**src/rtl/arts_div_n16_w8_pkg.sv**
```systemverilog
// arts_div_pkg: shared types, constants and helpers for the segmented
// approximate divider arts_div_n16_w8.
//   state_e  : FSM state encoding (IDLE, DIV, DONE)
//   N, W     : operand width and segment width
//   ITER     : restoring-division iterations per operation
//   seg_sel  : returns {K, segment} for a 16-bit operand
package arts_div_pkg;

  localparam int N    = 16;
  localparam int W    = 8;
  localparam int ITER = 16;

  typedef enum logic [1:0] {
    IDLE = 2'd0,
    DIV  = 2'd1,
    DONE = 2'd2
  } state_e;

  // K flags a non-zero upper byte; the segment is the leading non-zero byte
  // (or the low byte when the upper one is empty).
  function automatic logic [W:0] seg_sel(input logic [N-1:0] x);
    logic k;
    k = |x[N-1:W];
    return {k, (k ? x[N-1:W] : x[W-1:0])};
  endfunction

endpackage

```
**src/rtl/arts_div_n16_w8_if.sv**
```systemverilog
// arts_div_n16_w8_if: valid/ready stream bundle for the approximate divider.
//   in_valid/in_ready/A/B : operand request channel
//   out_valid/out_ready/Q/dz : result channel
// Handshake: a transfer happens on a rising clock edge where valid && ready
// are both high; a producer holds valid and its payload steady until that
// edge, and ready may be driven without waiting for valid.
// master drives requests and consumes results; slave is the divider side.
interface arts_div_n16_w8_if;
  import arts_div_pkg::*;

  logic         in_valid;
  logic         in_ready;
  logic [N-1:0] A;
  logic [N-1:0] B;
  logic         out_valid;
  logic         out_ready;
  logic [N-1:0] Q;
  logic         dz;

  modport master (
    output in_valid, A, B, out_ready,
    input  in_ready, out_valid, Q, dz
  );

  modport slave (
    input  in_valid, A, B, out_ready,
    output in_ready, out_valid, Q, dz
  );

endinterface

```
**src/rtl/arts_div_n16_w8_div_iter.sv**
```systemverilog
// div_iter_w8: one combinational restoring-division step.
//   rem_i     : current partial remainder (always below the divisor)
//   num_bit_i : next numerator bit, MSB first
//   div_i     : 8-bit divisor segment
//   rem_o     : updated partial remainder
//   q_o       : quotient bit produced by this step
module div_iter_w8 (
  input  logic [8:0] rem_i,
  input  logic       num_bit_i,
  input  logic [7:0] div_i,
  output logic [8:0] rem_o,
  output logic       q_o
);

  logic [9:0] trial;
  logic [8:0] diff;

  always_comb begin
    trial = {rem_i, num_bit_i};
    // Remainder stays below a 9-bit bound, so the low 9 bits hold the
    // difference whenever the subtraction is taken.
    diff  = trial[8:0] - {1'b0, div_i};
    q_o   = (trial >= {2'b00, div_i});
    rem_o = q_o ? diff : trial[8:0];
  end

endmodule

```
**src/rtl/arts_div_n16_w8.sv**
```systemverilog
// arts_div_n16_w8: sequential approximate unsigned divider, 16-bit operands,
// 8-bit dynamic segments. Each operand is reduced to its leading non-zero
// byte; the segment quotient {AS,8'h00}/BS is built one bit per cycle and
// then rescaled by the segment offsets.
//   clk, rst_n : clock, asynchronous active-low reset
//   bus        : slave side of the valid/ready stream (A, B in; Q, dz out)
//   dbg_state  : current FSM state, for observation only
// Latency: 17 cycles after accept for divisions, 1 cycle for B==0 / A==0.
module arts_div_n16_w8
  import arts_div_pkg::*;
(
  input  logic                clk,
  input  logic                rst_n,
  arts_div_n16_w8_if.slave    bus,
  output state_e              dbg_state
);

  state_e       state_q, state_d;
  logic [3:0]   cnt_q,   cnt_d;
  logic [8:0]   rem_q,   rem_d;
  // Shared numerator/quotient shift register: numerator bits leave at the
  // MSB while quotient bits enter at the LSB.
  logic [N-1:0] nq_q,    nq_d;
  logic [W-1:0] bs_q,    bs_d;
  logic         ka_q,    ka_d;
  logic         kb_q,    kb_d;
  logic [N-1:0] q_q,     q_d;
  logic         dz_q,    dz_d;

  logic         accept;
  logic         fast_path;
  logic         last_iter;
  logic [W:0]   seg_a;
  logic [W:0]   seg_b;
  logic [8:0]   step_rem;
  logic         step_bit;
  logic [N-1:0] q_full;
  logic [N-1:0] q_recomb;

  div_iter_w8 u_iter (
    .rem_i     (rem_q),
    .num_bit_i (nq_q[N-1]),
    .div_i     (bs_q),
    .rem_o     (step_rem),
    .q_o       (step_bit)
  );

  always_comb begin
    seg_a     = seg_sel(bus.A);
    seg_b     = seg_sel(bus.B);
    accept    = bus.in_valid && (state_q == IDLE);
    fast_path = (bus.B == '0) || (bus.A == '0);
    last_iter = (state_q == DIV) && (cnt_q == 4'(ITER - 1));
    q_full    = {nq_q[N-2:0], step_bit};
    // Rescale: equal offsets cancel the 8-bit numerator pre-shift; a large
    // dividend over a small divisor keeps it; the reverse underflows to 0.
    if (ka_q == kb_q)  q_recomb = q_full >> W;
    else if (ka_q)     q_recomb = q_full;
    else               q_recomb = '0;
  end

  // ---------------- FSM: state register ----------------
  always_ff @(posedge clk or negedge rst_n) begin
    if (!rst_n) state_q <= IDLE;
    else        state_q <= state_d;
  end

  // ---------------- FSM: next state ----------------
  always_comb begin
    state_d = state_q;
    case (state_q)
      IDLE: if (accept)        state_d = fast_path ? DONE : DIV;
      DIV:  if (last_iter)     state_d = DONE;
      DONE: if (bus.out_ready) state_d = IDLE;
      default:                 state_d = IDLE;
    endcase
  end

  // ---------------- FSM: outputs ----------------
  always_comb begin
    bus.in_ready  = (state_q == IDLE);
    bus.out_valid = (state_q == DONE);
    bus.Q         = q_q;
    bus.dz        = dz_q;
    dbg_state     = state_q;
  end

  // ---------------- datapath next values ----------------
  always_comb begin
    cnt_d = cnt_q;
    rem_d = rem_q;
    nq_d  = nq_q;
    bs_d  = bs_q;
    ka_d  = ka_q;
    kb_d  = kb_q;
    q_d   = q_q;
    dz_d  = dz_q;
    if (accept) begin
      // The accept edge is the load cycle: operands are reduced here and
      // never sampled again.
      nq_d  = {seg_a[W-1:0], 8'h00};
      bs_d  = seg_b[W-1:0];
      ka_d  = seg_a[W];
      kb_d  = seg_b[W];
      rem_d = '0;
      cnt_d = '0;
      dz_d  = 1'b0;
      if (bus.B == '0) begin
        q_d  = 16'hFFFF;
        dz_d = 1'b1;
      end else if (bus.A == '0) begin
        q_d  = '0;
      end
    end else if (state_q == DIV) begin
      rem_d = step_rem;
      nq_d  = q_full;
      cnt_d = cnt_q + 4'd1;
      if (last_iter) q_d = q_recomb;
    end
  end

  // ---------------- datapath registers ----------------
  always_ff @(posedge clk or negedge rst_n) begin
    if (!rst_n) begin
      cnt_q <= '0;
      rem_q <= '0;
      nq_q  <= '0;
      bs_q  <= '0;
      ka_q  <= 1'b0;
      kb_q  <= 1'b0;
      q_q   <= '0;
      dz_q  <= 1'b0;
    end else begin
      cnt_q <= cnt_d;
      rem_q <= rem_d;
      nq_q  <= nq_d;
      bs_q  <= bs_d;
      ka_q  <= ka_d;
      kb_q  <= kb_d;
      q_q   <= q_d;
      dz_q  <= dz_d;
    end
  end

endmodule

```
**src/flat_wrapper.sv**
```systemverilog
// flat-port wrapper written by rule: the top's interface ports become plain ports
module arts_div_n16_w8_flat import arts_div_pkg::*;
  (clk, rst_n, dbg_state, bus_in_valid, bus_A, bus_B, bus_out_ready, bus_in_ready, bus_out_valid, bus_Q, bus_dz);
  arts_div_n16_w8_if bus_i ();
  input  logic clk;
  input  logic rst_n;
  output state_e dbg_state;
  input wire logic [$bits(bus_i.in_valid)-1:0] bus_in_valid;
  input wire logic [$bits(bus_i.A)-1:0] bus_A;
  input wire logic [$bits(bus_i.B)-1:0] bus_B;
  input wire logic [$bits(bus_i.out_ready)-1:0] bus_out_ready;
  output wire logic [$bits(bus_i.in_ready)-1:0] bus_in_ready;
  output wire logic [$bits(bus_i.out_valid)-1:0] bus_out_valid;
  output wire logic [$bits(bus_i.Q)-1:0] bus_Q;
  output wire logic [$bits(bus_i.dz)-1:0] bus_dz;
  assign bus_i.in_valid = bus_in_valid;
  assign bus_i.A = bus_A;
  assign bus_i.B = bus_B;
  assign bus_i.out_ready = bus_out_ready;
  assign bus_in_ready = bus_i.in_ready;
  assign bus_out_valid = bus_i.out_valid;
  assign bus_Q = bus_i.Q;
  assign bus_dz = bus_i.dz;
  arts_div_n16_w8 u_core (.clk(clk), .rst_n(rst_n), .bus(bus_i), .dbg_state(dbg_state));
endmodule
```
**config.mk**
```make
export PLATFORM = sky130hd
export DESIGN_NAME = arts_div_n16_w8_flat
export DESIGN_NICKNAME = d
export VERILOG_FILES = /design/src/rtl/arts_div_n16_w8_pkg.sv /design/src/rtl/arts_div_n16_w8_if.sv /design/src/rtl/arts_div_n16_w8_div_iter.sv /design/src/rtl/arts_div_n16_w8.sv /design/src/flat_wrapper.sv
export SDC_FILE = /design/constraint.sdc
export NUM_CORES = 1
export LEC_CHECK = 0
export BUFFER_PORTS_ARGS = -buffer_cell sky130_fd_sc_hd__buf_2
export CAP_MARGIN = 20
export CORE_MARGIN = 2
export CORE_UTILIZATION = 55
export DETAILED_ROUTE_END_ITERATION = 7
export PLACE_DENSITY = 0.81
export RECOVER_POWER = 100
export SYNTH_ARGS = -nofsm -noshare
export SYNTH_HDL_FRONTEND = slang
export SYNTH_HIERARCHICAL = 1
export SYNTH_SLANG_ARGS = --single-unit
```
**constraint.sdc**
```tcl
create_clock -name clk -period 3.4 [get_ports clk]
set_input_delay 0.17 -clock clk [delete_from_list [all_inputs] [get_ports clk]]
set_output_delay 0.17 -clock clk [all_outputs]
set_load 0.1 [all_outputs]
```
==> summary.txt, run 1 <==
Global routing
  • Vias in the first global route: 2,815
  • Largest net degree at the start of global routing: 43
  • GRT Overall Usage: 0.269
  • Initial antenna violation count: 0
  • Total gr overflow: 0
  • First-pass GRT wire length: 13.3 mm

Critical path
  • Req. time, crit path: 3.62 ns
  • Worst setup path class: reg -> reg
  • Slowest cell on the critical path: nor3_1
  • Slowest cell delay on critical path: 0.78 ns
  • Worst EP arrival: 3.10 ns
  • Critical path fanouts, max: 42
  • Crit-path cells: or3b_1 > buf_4 > nor3_1 > a21oi_1 > a221o_1
  • Startpoint types: register
  • Nature of the critical path endpoint: register
  • Flop2flop setup slack: around 0.52 ns

CTS
  • Later-pin clock latency in the skew report: between 0.3 and 0.4 ns
  • CTS Root Buffer Type: clkbuf_8
  • CTS tree: built
  • Post-CTS sizing: 0
  • CTS H-tree depth: 3
  • Total CTS buffers: 9
  • Reg clk slew, reported paths: about 0.070 ns
  • Setup Buffers After CTS: 0
  • CTS sink count: 58
  • CTS max path bufs: 2

Outcome
  • Status: complete, but fails checks
  • Violated checks: capacitance limit, slew limit

Synth
  • Syn_nets: roughly 410
  • Yosys top cell area share: 0.439
  • #FFs+latches synth: 58
  • Avg Synthesized Cell Area: 9.10 sq um
  • Post-synth ARST share: 1.00
  • Gate Count Post-Synth: 363
  • Synth top cells by count: nand2_1 (79), dfrtp_1 (58), nand3_1 (30)
  • Main synth FF type: dfrtp_1
  • Post-synthesis sequential area ratio: 0.439
  • Synth area leaders: dfrtp_1 (44%), nand2_1 (9.0%), nand3_1 (4.5%)
  • Warnings from Yosys: 6
  • Number of flops mapped to enable cells by yosys: 0
  • Synth cell types: 53
  • Most frequent cell after synthesis: nand2_1
  • Cell taking the most area after synthesis: dfrtp_1
  • Cell Area, Synth: 3300 sq um

Die
  • Core area: 5850 sq um
  • Cell row count: 28
  • Die X: 81.5 microns
  • Die height: 81.5 microns
  • Initial Util: 0.565
  • Die ar.: approximately 6600 sq um
  • Ports: 57

Power
  • Peak VDD IR: 0.665 mV
  • Share of power burned in registers: 0.304
  • Cell internal pwr: a little under 2 mW
  • Sw Ratio: 0.478
  • Lkg Pwr: 1.81 nW
  • Power Density: 991 nW/um^2
  • Tot Pwr: 3.72 mW
  • Clock share of power: 0.173
  • Psw: 1.78 mW
  • Combinational Power Share: 0.523

Timing
  • Relative slew slack: -0.184
  • Setup TNS: 0 ns
  • Final Critical Period: ~2.9 ns
  • Unrepaired setup endpoints after global routing: false
  • Clock skew: 0.0128 ns
  • Period utilisation layout: 0.846
  • WHS: about 0.045 ns
  • Final slew viol count: 33
  • F_max: 348 MHz
  • Final hold viol count: 0
  • Least-Margin Pin Slew: between 1.5 and 2 ns
  • Count of endpoints failing setup in the final report: 0

Layout
  • Util after Layout: 0.642
  • Area grow syn2layout: 13.7%
  • Fin cells: 497
  • Nets@finish: 463
  • Number of diodes: 0
  • Share of cells above drive strength 1: 0.154
  • Fill cells: between 500 and 600

Drt
  • Drt total wl: approximately 8.3 mm
  • Vias per cell: 6.12
  • First-pass iteration count of the detailed router: 4
  • Iter 0 DRT Violations: around 190
  • Drt wl/cell: between 15 and 20 microns
  • Final ANT Viol Nets: 0
  • DR vias: 3,041
  • # DRC: 0

Placement
  • GPL Wtd Cong: 0.887
  • PortBufs: 56
  • Placed cells: 480
  • DP HPWL: 5.83 mm

Min path
  • Worst min path class: in -> reg

Job
  • MaxCap Viol Count: 1
==> layout by cell type (no fill, tap or decap), drive strengths merged, types with 3 or more instances in the layout <==
cell type  count
ha             9
nand4          3
inv           11
buf           35
o21ai         13
a21oi         19
dfrtp         58
clkbuf        37
nor4           7
nand2         79
a22o          15
nand3         30
mux2           8
and3           9
a221o         14
clkinv         4
o22ai          8
nor2          16
or4            5
nor2b          5
==> power by group through the flow <==
stage,sequential [mW],clock [mW],combinational (mW)
after global routing,1.16,0.692,2.14
final,1.13,0.642,1.95
after global placement,1.12,0,1.92
after floorplan,1.34,0,1.38
after detailed placement,1.14,0,1.97
after CTS,1.13,0.653,1.98
==> worst max-delay path, delay by kind of cell (launching register included) <==
family          cells  cell delay [ns]
flops               1             0.45
compound gates      2             0.85
simple gates        2             1.17
buf+inv             1             0.27
==> flip-flops by register name (all words and copies together), names as in the netlist <==
name,flops
u_core/bs_q,8
u_core/bus.Q,16
u_core/bus.dz,1
u_core/cnt_q,4
u_core/dbg_state,2
u_core/ka_q,1
u_core/kb_q,1
u_core/nq_q,16
u_core/rem_q,9
==> metrics by stage <==
step | worst slack, ns | instance area [sq um]
2_1_floorplan | 0.775 | 3300
3_3_place_gp | 0.919 | 3620
3_5_place_dp | 0.845 | 3620
4_1_cts | 0.827 | 3830
5_1_grt | 0.355 | 3760
6_report | 0.522 | 3760
==> cell families (layout without fill, tap and decap cells) <==
family                   Yosys count  after routing  share of synthesized area
AND/OR/NAND/NOR                  169            169                      0.254
AO/OA/AOI/OAI                     82             82                      0.181
flip-flops                        58             58                      0.439
buffers and inverters             30             89                     0.0413
adder cells (fa/ha/maj)           10             10                     0.0401
multiplexers                      10             10                     0.0333
XOR/XNOR                           4              4                     0.0106
==> repair_timing <==
item / 4_1_cts / 5_1_grt
hold buffers: 1 / 0
setup endpoints to repair: 0 / 0
hold endpoints to repair: 31 / 0
==> worst paths after layout <==
path	from	to	cells past startpoint
hold / removal	bus_B[2]	u_core/bs_q[2]	3
setup reg to reg	u_core/dbg_state[1]	u_core/bus.Q[3]	5
max in group asynchronous	rst_n	u_core/cnt_q[0]	3
setup / recovery	u_core/dbg_state[1]	u_core/bus.Q[3]	5
hold reg to reg	u_core/bus.dz	u_core/bus.dz	1
min in group asynchronous	rst_n	u_core/bus.Q[14]	2
==> metal layers <==
layer | vias up | wire (microns) | GRT usage | share of wire
met2 | 120 | 3960 | 0.423 | 0.48
li1 | 1430 | - | - | -
met1 | 1484 | 3590 | 0.358 | 0.43
met5 | - | 0 | 0 | 0
met4 | 0 | 90 | 0.0966 | 0.011
met3 | 7 | 617 | 0.0747 | 0.075
==> cell type report <==
cell class                      instances  area, sq um  area share
Clock buffer                           11          141      0.0376
Clock inverter                          5         53.8      0.0143
Inverter                               11         41.3      0.0110
Multi-Input combinational cell        275         1690       0.450
Sequential cell                        58         1450       0.386
Tap cell                               75         93.8      0.0250
Timing Repair Buffer                   62          287      0.0763
No activity file was read; power rests on OpenSTA's default activity.
==> run 2: changes to the inputs <==
--- a/config.mk
+++ b/config.mk
@@ -5,12 +5,13 @@
 export SDC_FILE = /design/constraint.sdc
 export NUM_CORES = 1
 export LEC_CHECK = 0
+export ABC_AREA = 1
 export BUFFER_PORTS_ARGS = -buffer_cell sky130_fd_sc_hd__buf_2
 export CAP_MARGIN = 20
 export CORE_MARGIN = 2
-export CORE_UTILIZATION = 55
+export CORE_UTILIZATION = 51
 export DETAILED_ROUTE_END_ITERATION = 7
-export PLACE_DENSITY = 0.81
+export PLACE_DENSITY = 0.79
 export RECOVER_POWER = 100
 export SYNTH_ARGS = -nofsm -noshare
 export SYNTH_HDL_FRONTEND = slang
==> constraint.sdc (replaced) <==
create_clock -name clk -period 2.58 [get_ports clk]
set_input_delay 0.129 -clock clk [delete_from_list [all_inputs] [get_ports clk]]
set_output_delay 0.129 -clock clk [all_outputs]
set_load 0.1 [all_outputs]
==> run 2 against run 1 <==
Effect of this change: the flow now finishes without violations; first-iteration DRC count up 0.53%; synthesized area up 5.9%; sequential power up 43%; setup slack worse by 0.19 ns; core utilization down 5.4 points; final cell count up 20%; via count up 3.7%; critical path type unchanged; critical endpoint is now u_core/nq_q[9]; largest power group unchanged.
==> summary.txt, run 2 <==
Synth
  • Synth area leaders: dfrtp_1 (41%), nand2_1 (15%), nand3_1 (8.2%)
  • Number of flops mapped to enable cells by yosys: 0 (unchanged)
  • Main synth FF type: dfrtp_1
  • Cell Area, Synth: 3500 sq um (+5.9%)
  • Yosys top cell area share: 0.415 (-0.0245)
  • #FFs+latches synth: 58 (unchanged)
  • Most frequent cell after synthesis: nand2_1
  • Syn_nets: 498 (+22%)
  • Post-synthesis sequential area ratio: 0.415 (-0.0245)
  • Warnings from Yosys: 6 (unchanged)
  • Synth top cells by count: nand2_1 (141), dfrtp_1 (58), nand3_1 (57)
  • Avg Synthesized Cell Area: 7.74 sq um (-15%)
  • Gate Count Post-Synth: 452 (+25%)
  • Post-synth ARST share: 1.00 (unchanged)
  • Synth cell types: 35 (-34%)
  • Cell taking the most area after synthesis: dfrtp_1

Layout
  • Share of cells above drive strength 1: 0.150 (-0.00422)
  • Area grow syn2layout: 12.9%
  • Nets@finish: 555 (+20%)
  • Number of diodes: 0 (unchanged)
  • Finished layout cell area: 3950 sq um (+5.2%)
  • Most frequent cells in the layout: nand2_1 (142), dfrtp_1 (58), nand3_1 (57), inv_1 (44), buf_2 (35)
  • Most common cell after layout, fill and taps aside: nand2_1

Min path
  • Worst min path class: in -> reg

Placement
  • DP HPWL: 5.95 mm (+2.2%)
  • GPL Wtd Cong: 0.880 (-0.85%)
  • Placed cell areas: 3810 sq um (+5.2%)
  • PortBufs: 56 (unchanged)

CTS
  • CTS max path bufs: 2 (unchanged)
  • CTS sink count: 58 (unchanged)
  • CTS tree: built
  • Total CTS buffers: 9 (unchanged)
  • Later-pin clock latency in the skew report: 0.34 ns (about the same)
  • Reg clk slew, reported paths: 0.07 ns (about the same)
  • CTS Root Buffer Type: clkbuf_8
  • CTS H-tree depth: 3 (unchanged)
  • Post-CTS sizing: 0 (unchanged)

Die
  • Die X: 86.8 microns (+6.5%)
  • Initial Util: 0.521 (-0.0439)
  • Die ar.: 7540 sq um (+13%)
  • Core area: 6720 sq um (+15%)
  • Die height: 86.8 microns (+6.5%)
  • Ports: 57 (unchanged)
  • Cell row count: 30 (+7.1%)

Global routing
  • Largest net degree at the start of global routing: 59 (+37%)
  • Initial antenna violation count: 0 (unchanged)
  • Met3 Use GR: 0.0371 (-0.0376)
  • Most Used Layer, Global Route: met2
  • Total gr overflow: 0 (unchanged)
  • Vias in the first global route: 2,954 (+4.9%)
  • First-pass GRT wire length: 13.6 mm (+2.6%)
  • Global Route met2 Usage: 0.342 (-0.0808)
  • GRT Overall Usage: 0.229 (-0.0399)
  • Met1 usage: 0.329 (-0.0287)

Timing
  • Period utilisation layout: 0.871 (+0.0248)
  • Count of endpoints failing setup in the final report: 0 (unchanged)
  • WHS: 0.0512 ns (+0.00639 ns)
  • Least-Margin Pin Slew: 1.46 ns (-0.321 ns)
  • Final Critical Period: 2.25 ns (-0.630 ns)
  • Clock skew: 0.00749 ns (-0.00534 ns)
  • Final slew viol count: 0 (-100%)
  • Final hold viol count: 0 (unchanged)
  • Unrepaired setup endpoints after global routing: false
  • Relative slew slack: 0.0299 (+0.214)
  • F_max: 445 MHz (+28%)
  • Setup TNS: 0 ns (unchanged)

Power
  • Power Density: 1520 nW/um^2 (+53%)
  • Peak VDD IR: 0.478 mV (-28%)
  • Lkg Pwr: 2.08 nW (+15%)

Drt
  • Drt wl/cell: 13.5 microns (-19%)
  • DR vias: 3,155 (+3.7%)
  • Drt total wl: 8.04 mm (-2.7%)
  • First-pass iteration count of the detailed router: 4 (unchanged)
  • Iter 0 DRT Violations: 188 (+0.53%)
  • # DRC: 0 (unchanged)
  • Final ANT Viol Nets: 0 (unchanged)
  • Vias per cell: 5.31 (-13%)

Critical path
  • Worst setup path class: reg -> reg
  • Critical path fanouts, max: 44 (+4.8%)
  • Flop2flop setup slack: 0.33 ns (-0.19 ns)
  • Req. time, crit path: 2.79 ns (-0.83 ns)
  • Worst EP arrival: 2.46 ns (-0.64 ns)
  • Nature of the critical path endpoint: register
  • Startpoint types: register

Job
  • MaxCap Viol Count: 0 (-1)

Outcome
  • Status: finished, final reports clean
run 2: critical path, stage by stage, from the launching register on:
cell     delay (ns)
dfrtp_1        0.44
nor2_1         0.29
nand2_4        0.32
nand2_1        0.39
inv_1          0.31
a22oi_1        0.22
o21ai_0        0.12
run 2: layout make-up:
type | count | area [sq um]
fill | 639 | 2770
multi-input combinational | 332 | 1760
sequential | 58 | 1450
timing repair buffer | 60 | 280
inverter | 48 | 181
clock buffer | 10 | 138
tap | 80 | 100
clock inverter | 6 | 42.5
run 2: path summary, 6_finish.rpt:
kind / from / end / depth (start not counted)
max: u_core/dbg_state[1] / u_core/nq_q[9] / 6
min: bus_A[13] / u_core/nq_q[13] / 3
max reg2reg: u_core/dbg_state[1] / u_core/nq_q[9] / 6
min reg2reg: u_core/bus.dz / u_core/bus.dz / 2
max in group asynchronous: rst_n / u_core/bus.Q[0] / 3
min in group asynchronous: rst_n / u_core/nq_q[2] / 3
run 2: through the flow:
step | worst slack (ns) | std cells | utilization | power (mW)
floorplan | 0.0579 | 452 | - | 4.63
global placement | 0.490 | 577 | 0.567 | 5.18
detailed placement | 0.428 | 577 | 0.567 | 5.31
CTS | 0.423 | 594 | 0.596 | 6.09
global route | 0.108 | 594 | 0.588 | 6.50
finish | 0.332 | 594 | 0.588 | 6.01
run 2: logic make-up (layout without fill, tap and decap cells):
logic type / after synthesis / count (layout) / synth area share
AND/OR/NAND/NOR: 248 / 248 / 0.332
adder cells (fa/ha/maj): 10 / 10 / 0.0379
buffers and inverters: 62 / 124 / 0.0783
XOR/XNOR: 3 / 3 / 0.00751
flip-flops: 58 / 58 / 0.415
AO/OA/AOI/OAI: 71 / 71 / 0.130
run 2: where the power goes:
part           total, mW  switching [mW]  internal (mW)  leakage [nW]
logic               3.64            2.57           1.07          1.29
clock network      0.755           0.382          0.373        0.0882
registers           1.62           0.332           1.28         0.701
run 2: metal layers:
metal	share of wire	up-vias
li1	-	1600
met1	0.48	1453
met2	0.45	87
met3	0.043	15
met4	0.025	0
met5	0	-
run 2: repair_timing:
| action | in CTS | in global routing |
|---|---|---|
| endpoints found under the hold margin | 58 | 0 |
| hold buffers | 1 | 0 |
| setup buffers | 0 | 0 |
==> run 3: changes to the inputs <==
--- a/config.mk
+++ b/config.mk
@@ -11,6 +11,7 @@
 export CORE_MARGIN = 2
 export CORE_UTILIZATION = 51
 export DETAILED_ROUTE_END_ITERATION = 7
+export GPL_TIMING_DRIVEN = 0
 export PLACE_DENSITY = 0.79
 export RECOVER_POWER = 100
 export SYNTH_ARGS = -nofsm -noshare
==> run 3 against run 2 <==
Effect of this change: the run now ends with capacitance limit, slew limit left; design area up 1.6%; clock-buffer cell count down 1; largest power group unchanged; via count up 2.9%; setup slack worse by 0.0041 ns; sequential power about the same; power up 2.8%; sequential share of layout area down 0.59 points; highest routed layer unchanged; first-iteration DRC count up 13%; hold slack better by 0.027 ns; critical path depth up 8; flip-flop and latch count unchanged; maximum frequency down 0.18%.
==> summary.txt, run 3 (synthesis results as in run 2) <==
Critical path
  • Flop2flop setup slack: 0.33 ns (about the same)
  • CP Launch Point: u_core/nq_q[15]
  • Worst EP arrival: 2.47 ns (about the same)
  • Worst r2r src: u_core/nq_q[15]
  • Req. time, crit path: 2.80 ns (about the same)
  • Nature of the critical path endpoint: register
  • Worst setup path class: reg -> reg
  • Critical path fanouts, max: 11 (-75%)
  • Worst reg2reg endpoint: u_core/bus.Q[0]
  • Startpoint types: register
  • Worst-case reg-to-reg path depth: 14 (+8)

Min path
  • Hold Path Stages: 3 (unchanged)
  • Hold endpoint: u_core/nq_q[14]
  • Worst min path class: in -> reg
  • Hold_sp: bus_A[14]

Layout
  • Number of diodes: 0 (unchanged)
  • Area grow syn2layout: 14.8%
  • Multi-input gate area: 1720 sq um (-2.3%)
  • Most frequent cells in the layout: nand2_1 (145), nand3_1 (58), dfrtp_1 (58), inv_1 (45), buf_2 (37)
  • Nets@finish: 567 (+2.2%)
  • Fin cells: 605 (+1.9%)
  • Share of cells above drive strength 1: 0.137 (-0.0127)
  • Sequential cell area: 1450 sq um (unchanged)
  • Most common cell after layout, fill and taps aside: nand2_1
  • Fill cells: 622 (-2.7%)
  • Finished layout cell area: 4020 sq um (+1.6%)

Die
  • Die height: 86.8 microns (unchanged)
  • Die X: 86.8 microns (unchanged)
  • Die ar.: 7540 sq um (unchanged)
  • Core area: 6720 sq um (unchanged)
  • Initial Util: 0.521 (unchanged)
  • Cell row count: 30 (unchanged)
  • Ports: 57 (unchanged)

Drt
  • Drt total wl: 8.52 mm (+5.9%)
  • WL met3: 481 microns (+38%)
  • Final ANT Viol Nets: 0 (unchanged)
  • # DRC: 0 (unchanged)
  • Drt wl/cell: 14.1 microns (+4.0%)
  • Routed wl met2: 3.89 mm (+6.3%)
  • DR vias: 3,246 (+2.9%)
  • Top sig layer: met4
  • First-pass iteration count of the detailed router: 5 (+1)
  • Vias per cell: 5.37 (+1.0%)
  • Met1 WL: 4.04 mm (+5.4%)
  • Iter 0 DRT Violations: 213 (+13%)

Global routing
  • Vias in the first global route: 3,012 (+2.0%)
  • Largest net degree at the start of global routing: 34 (-42%)
  • Initial antenna violation count: 0 (unchanged)
  • First-pass GRT wire length: 13.9 mm (+2.1%)
  • GRT Overall Usage: 0.235 (+0.00581)
  • Total gr overflow: 0 (unchanged)

Timing
  • Unrepaired setup endpoints after global routing: false
  • Setup TNS: 0 ns (unchanged)
  • Least-Margin Pin Slew: 1.87 ns (+0.413 ns)
  • Final Critical Period: 2.25 ns (+0.00413 ns)
  • Final hold viol count: 0 (unchanged)
  • F_max: 444 MHz (-0.18%)
  • Final slew viol count: 33 (+33)
  • Clock skew: 0.00626 ns (-0.00123 ns)
  • Relative slew slack: -0.246 (-0.275)
  • Count of endpoints failing setup in the final report: 0 (unchanged)
  • Period utilisation layout: 0.873 (+0.00160)

CTS
  • Setup Buffers After CTS: 0 (unchanged)
  • CTS tree: built
  • Reg clk slew, reported paths: 0.07 ns (about the same)
  • Total CTS buffers: 9 (unchanged)
  • Later-pin clock latency in the skew report: 0.33 ns (about the same)
  • CTS sink count: 58 (unchanged)
  • CTS H-tree depth: 3 (unchanged)
  • CTS Root Buffer Type: clkbuf_8
  • CTS max path bufs: 2 (unchanged)
  • Post-CTS sizing: 0 (unchanged)

Placement
  • PortBufs: 56 (unchanged)
  • Placed cells: 589 (+2.1%)
  • GPL Wtd Cong: 0.908 (+3.2%)
  • Placed cell areas: 3900 sq um (+2.3%)
  • DP HPWL: 6.41 mm (+7.7%)

Power
  • Lkg Pwr: 2.12 nW (+1.9%)
  • Power Density: 1540 nW/um^2 (+1.1%)
  • Peak VDD IR: 0.481 mV (+0.75%)

Outcome
  • Status: complete, but fails checks
  • Violated checks: capacitance limit, slew limit

Job
  • MaxCap Viol Count: 1 (+1)
==> run 3: cell types whose count changed in the layout (fill, tap and decap cells not counted), moves of 2 or more <==
cell	before	now
buf_2	35	37
buf_6	0	2
inv_2	3	1
nand2_1	142	145
bufinv_16	0	2
clkinv_4	2	0
clkbuf_1	22	29
nand2_2	6	4
==> run 3: what timing repair did <==
| action | CTS | global route |
|---|---|---|
| endpoints found under the setup margin | 0 | 0 |
| hold buffers | 1 | 0 |
| endpoints found under the hold margin | 32 | 0 |
==> run 3: final cells by class <==
cell class / count / share of cell area
Clock buffer: 9 / 0.0308
Clock inverter: 6 / 0.0206
Inverter: 48 / 0.0455
Tap cell: 80 / 0.0249
Multi-Input combinational cell: 332 / 0.428
Timing Repair Buffer: 58 / 0.0704
Sequential cell: 58 / 0.361
Buffer: 14 / 0.0187
==> run 3: how the worst max path moves through the flow <==
stage | endpoint | slack [ns] | cells after the start
after floorplan | bus_out_valid | 0.06 | 2
after global placement | u_core/bus.Q[0] | 0.41 | 14
after detailed placement | u_core/bus.Q[0] | 0.41 | 14
after CTS | u_core/bus.Q[0] | 0.40 | 14
after global routing | u_core/bus.Q[0] | 0.16 | 14
final | u_core/bus.Q[0] | 0.33 | 14
==> run 3: metrics by stage <==
step | setup slack, ns | hold WS, ns | power, mW | util
after floorplan | 0.0579 | -0.167 | 4.63 | -
after global placement | 0.413 | 0.398 | 5.25 | 0.577
after detailed placement | 0.412 | 0.249 | 5.38 | 0.580
after CTS | 0.403 | 0.0638 | 6.29 | 0.613
final | 0.328 | 0.0780 | 6.18 | 0.598
after global routing | 0.159 | 0.0788 | 6.64 | 0.598
==> run 3: worst max-delay path, cell delays in order, from the launching register on <==
cell     delay [ns]
dfrtp_1        0.40
inv_1          0.06
ha_1           0.13
inv_1          0.07
fa_1           0.43
nand3_1        0.11
nand3_1        0.10
nand2_1        0.18
nand4_4        0.21
nand2_1        0.12
nand2_1        0.06
nand2_1        0.05
nand2_1        0.06
nand3_1        0.10
nand2_1        0.06
==> run 3: routing by layer <==
| metal | GRT usage | vias up |
|---|---|---|
| li1 | - | 1624 |
| met1 | 0.333 | 1490 |
| met2 | 0.371 | 120 |
| met3 | 0.0324 | 12 |
| met4 | 0.0795 | 0 |
| met5 | 0 | - |
==> run 3: report_power, final <==
group	internal (mW)	switching (mW)
Sequential	1.29	0.310
Combinational	1.08	2.62
Clock	0.533	0.351
